### src/rtl/stopwatch_timer_core.sv
// Stopwatch timekeeping: 1 Hz prescaler, start/pause/clear FSM, binary mm:ss to the display driver.
// Optional lap hold (freeze displayed time while counting continues) enabled by defining LAP_HOLD_EN.
module stopwatch_timer_core #(
  parameter int TICKS_PER_SEC = 50000000,
  parameter int PRESC_W       = 26,
  parameter int MAX_MINUTES   = 99
) (
  input  logic       clock,
  input  logic       reset,
  input  logic       start_stop,
  input  logic       clear,
  input  logic       lap,
  output logic [6:0] minutes,
  output logic [6:0] seconds,
  output logic       running,
  output logic       rollover,
  output logic       hold_active
);

  typedef enum logic [1:0] {IDLE, RUNNING, PAUSED} state_t;

  state_t             state, state_nxt;
  logic [PRESC_W-1:0] presc, presc_nxt;
  logic [6:0]         min_r, sec_r, min_nxt, sec_nxt;
  logic               tick, wrap, hold_nxt;

  always_comb begin
    state_nxt = state;
    presc_nxt = presc;
    min_nxt   = min_r;
    sec_nxt   = sec_r;
    tick      = 1'b0;
    wrap      = 1'b0;

    if (state == RUNNING) begin
      if (presc == PRESC_W'(TICKS_PER_SEC - 1)) begin
        tick      = 1'b1;
        presc_nxt = '0;
      end else begin
        presc_nxt = presc + 1'b1;
      end
    end

    if (tick) begin
      if (sec_r == 7'd59) begin
        sec_nxt = 7'd0;
        if (min_r == 7'(MAX_MINUTES)) begin
          min_nxt = 7'd0;
          wrap    = 1'b1;
        end else begin
          min_nxt = min_r + 7'd1;
        end
      end else begin
        sec_nxt = sec_r + 7'd1;
      end
    end

    // A tick coinciding with start_stop is still applied; only the state toggles.
    if (start_stop) begin
      case (state)
        IDLE, PAUSED: state_nxt = RUNNING;
        RUNNING:      state_nxt = PAUSED;
        default:      state_nxt = IDLE;
      endcase
    end

    if (clear) begin
      state_nxt = IDLE;
      presc_nxt = '0;
      min_nxt   = 7'd0;
      sec_nxt   = 7'd0;
      wrap      = 1'b0;
    end
  end

`ifdef LAP_HOLD_EN
  // Any lap releases an engaged hold; a new hold can only be engaged while running.
  always_comb begin
    hold_nxt = hold_active;
    if (clear) begin
      hold_nxt = 1'b0;
    end else if (lap) begin
      if (hold_active)
        hold_nxt = 1'b0;
      else if (state == RUNNING)
        hold_nxt = 1'b1;
    end
  end
`else
  assign hold_nxt = lap & 1'b0;
`endif

  always_ff @(posedge clock or posedge reset) begin
    if (reset) begin
      state       <= IDLE;
      presc       <= '0;
      min_r       <= 7'd0;
      sec_r       <= 7'd0;
      minutes     <= 7'd0;
      seconds     <= 7'd0;
      running     <= 1'b0;
      rollover    <= 1'b0;
      hold_active <= 1'b0;
    end else begin
      state       <= state_nxt;
      presc       <= presc_nxt;
      min_r       <= min_nxt;
      sec_r       <= sec_nxt;
      running     <= (state_nxt == RUNNING);
      rollover    <= wrap;
      hold_active <= hold_nxt;
      // Display loads the post-edge time, so live outputs never lag the internal counters.
      if (!hold_nxt) begin
        minutes <= min_nxt;
        seconds <= sec_nxt;
      end
    end
  end

endmodule

### config.mk
export PLATFORM = sky130hd
export DESIGN_NAME = stopwatch_timer_core
export DESIGN_NICKNAME = d
export VERILOG_FILES = /design/src/rtl/stopwatch_timer_core.sv
export SDC_FILE = /design/constraint.sdc
export NUM_CORES = 1
export LEC_CHECK = 0
export BUFFER_PORTS_ARGS = -buffer_cell sky130_fd_sc_hd__buf_2
export CAP_MARGIN = 20
export CORE_ASPECT_RATIO = 1.25
export CORE_UTILIZATION = 55
export DETAILED_ROUTE_END_ITERATION = 10
export PLACE_DENSITY = 0.79
export SLEW_MARGIN = 10
export SYNTH_ARGS = -nofsm -noshare
export SYNTH_HDL_FRONTEND = slang
export SYNTH_SLANG_ARGS = --single-unit
### constraint.sdc
create_clock -name clock -period 3.35 [get_ports clock]
set_input_delay 0.1675 -clock clock [delete_from_list [all_inputs] [get_ports clock]]
set_output_delay 0.1675 -clock clock [all_outputs]
set_load 0.01 [all_outputs]
==> impl_metrics.py, run 1 <==
metrics = {
    "yosys": {
        "yosys.area_share.simple": 0.285,
        "synth_area_um2": 2350,
        "synth_edf_count": 0,
        "synth_top_family_by_area": "simple AND/OR/NAND/NOR gates",
        "yosysWarnings": 0,
        "synth_adder_area_share": 0.0160,
        "synth.avg_cell_area_um2": 9.40,
        "syn_inst": 250,
        "muxShareOfSynthArea": 0.0128,
        "seq_area_frac_synth": 0.468,
        "async_flop_share": 1.00,
        "synth_compound_area_frac": 0.0921,
        "synth_xor_xnor_area_share": 0.0894,
        "synth_ff_type": "dfrtp_1",
        "synth_nets": 258,
        "synth.distinct_cells": 45,
        "synth_seq_cells": 44,
    },
    "setup_path": {
        "cp_cell_sequence": "nor4_2 -> nand4_2 -> or4_4 -> or2b_1 -> nor2_1",
        "required_ps": 3500,
        "crit_arrival_ps": 2750,
        "cp_slowest_cell": "or4_4",
        "worst_setup_path_start_kind": "flip-flop",
        "startpoint": "presc[8]$_DFFE_PP0P_",
        "timing.rr.end": "presc[10]$_DFFE_PP0P_",
        "worst_setup_path_end_kind": "flip-flop",
        "reg2reg_from": "presc[8]$_DFFE_PP0P_",
        "critPathMaxFanout": 21,
        "worstSetupPathType": "reg -> reg",
        "reg2reg_slack_ps": 750,
        "critPathBufInv": 0,
        "crit_family": "simple AND/OR/NAND/NOR gates",
        "reg2reg_depth": 5,
        "slowest_delay_ps": 680,
    },
    "placement": {
        "dp_hpwl_um": 3120,
        "place_congestion": 0.892,
        "dp_slack_ps": 750,
        "port_buffers": 19,
        "dpl_cell_area_um2": 2460,
    },
    "clocking": {
        "cts_max_level": 2,
        "cts_made_buffers": 5,
        "clk_pin_slew_ps": 90,
        "cts_setup_buffers": 0,
        "cts_tree": "built",
        "cts_resized": 0,
        "clk_latency_ps": 300,
        "clock_path_buffers": 2,
        "postCtsHoldBufs": 0,
        "clock_sinks": 44,
        "cts-root-buf": "clkbuf_8",
    },
    "timing": {
        "worst-slew-pin-transition_ps": 687,
        "whs_ps": -24.3,
        "rsz0062_at_grt": "false",
        "clock.fmax_mhz": 385,
        "worst_slack_ps": 753,
        "fin_worst_skew_ps": 14.2,
        "slew_violations": 0,
        "maxSlewHeadroom": 0.538,
        "min_period_ps": 2600,
        "finalHoldViolations": 14,
        "tns_ps": 0,
        "setup_violations": 0,
        "period_share": 0.775,
    },
    "cells_and_area": {
        "final_layout_size_suffix_gt1_frac": 0.135,
        "antennaDiodeCount": 0,
        "fin_util": 0.624,
        "nNetsFinal": 273,
        "fin_area_um2": 2560,
        "area_delta_synth_final_pct": 8.73,
    },
    "drt": {
        "drtIter0Drc": 161,
        "dr.pass1.iters": 4,
        "wl_um": 4560,
        "via_per_inst": 5.90,
        "vias": 1901,
        "drc": 0,
        "routedWlPerCell_um": 14.2,
        "drtAntennaViolNets": 0,
    },
    "die": {
        "die_h_um": 75.1,
        "core_area_um2": 4100,
        "die_area_um2": 4540,
        "die_w_um": 60.5,
        "rows": 26,
        "initial_core_util": 0.574,
        "io_pins": 22,
    },
    "global_routing": {
        "antenna_found_initial": 0,
        "grt_pass1_wl_um": 7650,
        "first_global_vias": 1737,
        "grt_use_total": 0.226,
        "grt_overflow_total": 0,
        "grt_max_degree": 45,
    },
    "power": {
        "p_per_area_nw_per_um2": 364,
        "peakVddDrop_mv": 0.251,
        "power_leakage_nw": 1.06,
        "power_mw": 0.931,
    },
    "run": {
        "maxCapViolations": 0,
    },
    "worst_hold_path": {
        "hold_path_class": "in -> async",
    },
    "outcome": {
        "violations": "negative hold slack",
        "outcome": "complete, but fails checks",
    },
}
## synthesized netlist by cell type (4+ instances only)
master	number	area, um2
a21oi_1	12	60.1
a31oi_1	4	25.0
clkbuf_1	7	26.3
dfrtp_1	44	1100
inv_1	6	22.5
nand2_1	15	56.3
nand3_1	9	45.0
nand4_1	10	62.6
nor2_1	38	143
nor3_1	11	55.1
o21ai_0	7	35.0
o31ai_1	4	30.0
or3_1	6	37.5
or4_1	8	60.1
xnor2_1	17	149
xor2_1	7	61.3
## layout make-up
type	count	area, um2
Clock inverter	2	10.0
Sequential cell	44	1100
Fill cell	354	1540
Multi-Input combinational cell	188	1170
Tap cell	56	70.1
Clock buffer	6	82.6
Inverter	6	22.5
Timing Repair Buffer	20	103
## worst max path at each step
stage | cells after the start | slack [ps] | end
final | 5 | 750 | presc[10]$_DFFE_PP0P_
after global routing | 5 | 620 | presc[24]$_DFFE_PP0P_
after CTS | 5 | 750 | presc[10]$_DFFE_PP0P_
after detailed placement | 5 | 750 | presc[10]$_DFFE_PP0P_
after global placement | 5 | 820 | presc[2]$_DFFE_PP0P_
after floorplan | 5 | 1200 | min_r[6]$_DFFE_PP0P_
## worst min-delay path: cells and delay by family
| kind | cells | cell delay, ps |
|---|---|---|
| buf+inv | 3 | 580 |
## metrics by stage
stage / hold WS, ps / instances
2_1_floorplan: 341 / 250
3_3_place_gp: 330 / 314
3_5_place_dp: 330 / 314
4_1_cts: 2.13 / 322
5_1_grt: 51.1 / 322
6_report: -24.3 / 322
## registers in the layout, indices dropped and copies added (netlist names)
name	count
presc	26
min_r	7
sec_r	7
state	2
rollover	1
running	1
## cells by family (layout without fill, tap and decap cells)
group,Yosys count,count (layout)
XOR/XNOR,24,24
adder cells (fa/ha/maj),3,3
flip-flops,44,44
other,1,1
AO/OA/AOI/OAI,34,34
buffers and inverters,18,34
AND/OR/NAND/NOR,123,123
multiplexers,3,3
## layout by cell type (no fill, tap or decap), types with 2 or more instances in the layout
cell type / n
or4_1: 8
and4_1: 3
buf_2: 19
inv_1: 5
and2_1: 2
ha_1: 3
nor3_1: 11
nand4_1: 10
nand2b_1: 3
a31oi_1: 4
or3_1: 6
dfrtp_1: 44
clkinv_2: 2
a21oi_1: 12
xnor2_1: 17
o21ai_0: 7
clkbuf_8: 6
nand2_1: 15
nand3_1: 9
o31ai_1: 4
and3_1: 3
and4bb_2: 2
nor2_1: 38
mux2i_1: 3
xor2_1: 7
nor2b_1: 2
nor4_1: 2
## where the power goes
| group | internal, mW | total, mW | switching [mW] |
|---|---|---|---|
| registers | 0.536 | 0.542 | 0.00603 |
| logic | 0.0127 | 0.0466 | 0.0339 |
| clock network | 0.165 | 0.342 | 0.177 |
## metal layers
metal,wire length [um],GRT usage,up-vias
li1,-,-,919
met1,1930,0.269,928
met2,2360,0.388,50
met3,193,0.0550,4
met4,72,0.0960,0
met5,0,0,-
Power figures use the tool's default switching activity.
==> inputs of run 2 (changes only) <==
- ABC_AREA: unset -> 1
- PLACE_DENSITY: 0.79 -> 0.78
- clock period: 3.35 -> 2.55 ns (I/O delays scaled with it)
==> impl_metrics.py, run 2 <==
metrics = {
    "setup_path": {
        "crit_arrival_ps": 1970,
        "reg2reg_depth": 8,
        "required_ps": 2750,
        "worst_setup_path_start_kind": "flip-flop",
        "timing.critical_path.mode_cell": "nand2_1",
        "cp_slowest_cell": "dfrtp_1",
        "worst-path-stages": 8,
        "critPathBufInv": 1,
        "cp_cell_sequence": "ha_1 -> nand3_1 -> nor3_2 -> inv_1 -> nand2_2 -> nand3_2 -> nand2_1 -> nand2_1",
        "critPathMaxFanout": 9,
        "worstSetupPathType": "reg -> reg",
        "slowest_delay_ps": 450,
        "crit_family": "simple AND/OR/NAND/NOR gates",
        "worst_setup_path_end_kind": "flip-flop",
    },
    "timing": {
        "finalHoldViolations": 0,
        "worst-slew-pin-transition_ps": 579,
        "setup_violations": 0,
        "period_share": 0.693,
        "maxSlewHeadroom": 0.614,
        "rsz0062_at_grt": "false",
        "min_period_ps": 1770,
        "slew_violations": 0,
        "fin_worst_skew_ps": 12.9,
        "tns_ps": 0,
        "clock.fmax_mhz": 566,
    },
    "clocking": {
        "cts_tree": "built",
        "clk_latency_ps": 310,
        "cts_made_buffers": 5,
        "cts-root-buf": "clkbuf_8",
        "clk_pin_slew_ps": 90,
        "cts_max_level": 2,
        "clock_sinks": 44,
        "clock_path_buffers": 2,
    },
    "die": {
        "core_area_um2": 4800,
        "io_pins": 22,
        "die_area_um2": 5350,
        "die_h_um": 81.5,
        "rows": 28,
        "initial_core_util": 0.580,
        "die_w_um": 65.6,
    },
    "drt": {
        "vias": 2613,
        "wl_um": 6280,
        "drtAntennaViolNets": 0,
        "drc": 0,
        "dr.pass1.iters": 4,
        "via_per_inst": 5.35,
        "routedWlPerCell_um": 12.9,
        "drtIter0Drc": 159,
    },
    "yosys": {
        "synth.distinct_cells": 38,
        "synth_area_um2": 2780,
        "synth_seq_cells": 44,
        "synth_area_leaders": "dfrtp_1 40%, nand2_1 16%, nor2_1 11%",
        "async_flop_share": 1.00,
        "synthTopCellsByCount": "118 x nand2_1, 81 x nor2_1, 44 x dfrtp_1",
        "synth_nets": 412,
        "yosysTopAreaCell": "dfrtp_1",
        "post-synth-top-count-cell": "nand2_1",
        "seq_area_frac_synth": 0.396,
        "synth_edf_count": 0,
        "syn_inst": 404,
        "yosysWarnings": 0,
        "synth_ff_type": "dfrtp_1",
        "synth.avg_cell_area_um2": 6.89,
        "yosysTopAreaCellShare": 0.396,
    },
    "cells_and_area": {
        "fin_util": 0.645,
        "largest_reg_flops": 26,
        "nNetsFinal": 435,
        "mostFrequentLayoutCells": "118 x nand2_1, 81 x nor2_1, 44 x dfrtp_1",
        "final_common_cell": "nand2_1",
        "antennaDiodeCount": 0,
        "largestRegisters": "presc (26), min_r (7), sec_r (7)",
        "regMostFlops": "presc",
        "fillers": 441,
        "final_layout_size_suffix_gt1_frac": 0.140,
        "area_delta_synth_final_pct": 11.2,
    },
    "worst_hold_path": {
        "hold_depth": 2,
        "hold_path_class": "in -> reg",
    },
    "power": {
        "peakVddDrop_mv": 0.306,
        "p_per_area_nw_per_um2": 532,
        "power_leakage_nw": 1.50,
        "power_mw": 1.65,
    },
    "placement": {
        "place_congestion": 0.968,
        "dp_hpwl_um": 4500,
        "port_buffers": 19,
    },
    "global_routing": {
        "antenna_found_initial": 0,
        "grt_use_total": 0.262,
        "grt_overflow_total": 0,
        "grt_pass1_wl_um": 10800,
        "first_global_vias": 2456,
        "grt_max_degree": 45,
    },
    "outcome": {
        "outcome": "complete, no violations",
    },
    "run": {
        "maxCapViolations": 0,
    },
}
run 2: cell types whose count changed after synthesis, moves of 8 or more:
| cell | change |
|---|---|
| nand3_1 | +21 |
| nor2_1 | +43 |
| xnor2_1 | -13 |
| or4_1 | -8 |
| a21oi_1 | -9 |
| nand2_1 | +103 |
| inv_1 | +31 |
run 2: repair_timing:
item                                    in CTS  in global routing
endpoints found under the hold margin       44                  0
hold buffers                                 1                  0
setup buffers                                0                  0
resized for setup                            0                  0
endpoints found under the setup margin       0                  0
run 2: area by class of cell:
| class | count | area (um2) | share of cell area |
|---|---|---|---|
| Multi-Input combinational cell | 309 | 1470 | 0.475 |
| Sequential cell | 44 | 1100 | 0.356 |
| Inverter | 45 | 169 | 0.0546 |
| Timing Repair Buffer | 22 | 120 | 0.0388 |
| Clock inverter | 3 | 90.1 | 0.0291 |
| Tap cell | 60 | 75.1 | 0.0243 |
| Clock buffer | 5 | 68.8 | 0.0222 |
run 2: cells by family (layout without fill, tap and decap cells):
family                   after synthesis  count (layout)  share of synthesized area
buffers and inverters                 51              75                     0.0760
other                                  1               1                    0.00135
AND/OR/NAND/NOR                      276             276                      0.438
AO/OA/AOI/OAI                         19              19                     0.0440
flip-flops                            44              44                      0.396
adder cells (fa/ha/maj)                3               3                     0.0135
XOR/XNOR                              10              10                     0.0315
run 2: stage by stage:
stage	cells	area [um2]	worst slack, ps	hold slack (ps)
after floorplan	404	2780	1020	226
after global routing	488	3100	647	56.4
after CTS	488	3100	770	41.5
final	488	3100	783	50.9
after global placement	479	2930	875	295
after detailed placement	479	2930	780	302
run 2: where the power goes:
group	switching, mW	internal, mW
Clock	0.254	0.490
Combinational	0.102	0.0491
Sequential	0.0313	0.719
run 2: routing by layer:
metal  vias to the layer above  track usage  share of wire
met5                         -            0              0
met4                         0        0.107          0.024
met3                        14       0.0500          0.029
met2                        41        0.473           0.51
met1                      1241        0.298           0.44
li1                       1317            -              -
run 2: path summary, 6_finish.rpt:
kind,slack [ps],startpoint,endpoint
max,780,sec_r[0]$_DFFE_PP0P_,min_r[2]$_DFFE_PP0P_
min,50,start_stop,state[1]$_DFF_PP0_
max reg2reg,780,sec_r[0]$_DFFE_PP0P_,min_r[2]$_DFFE_PP0P_
min reg2reg,530,presc[1]$_DFFE_PP0P_,presc[1]$_DFFE_PP0P_
max in group asynchronous,1650,reset,min_r[1]$_DFFE_PP0P_
min in group asynchronous,490,reset,min_r[4]$_DFFE_PP0P_
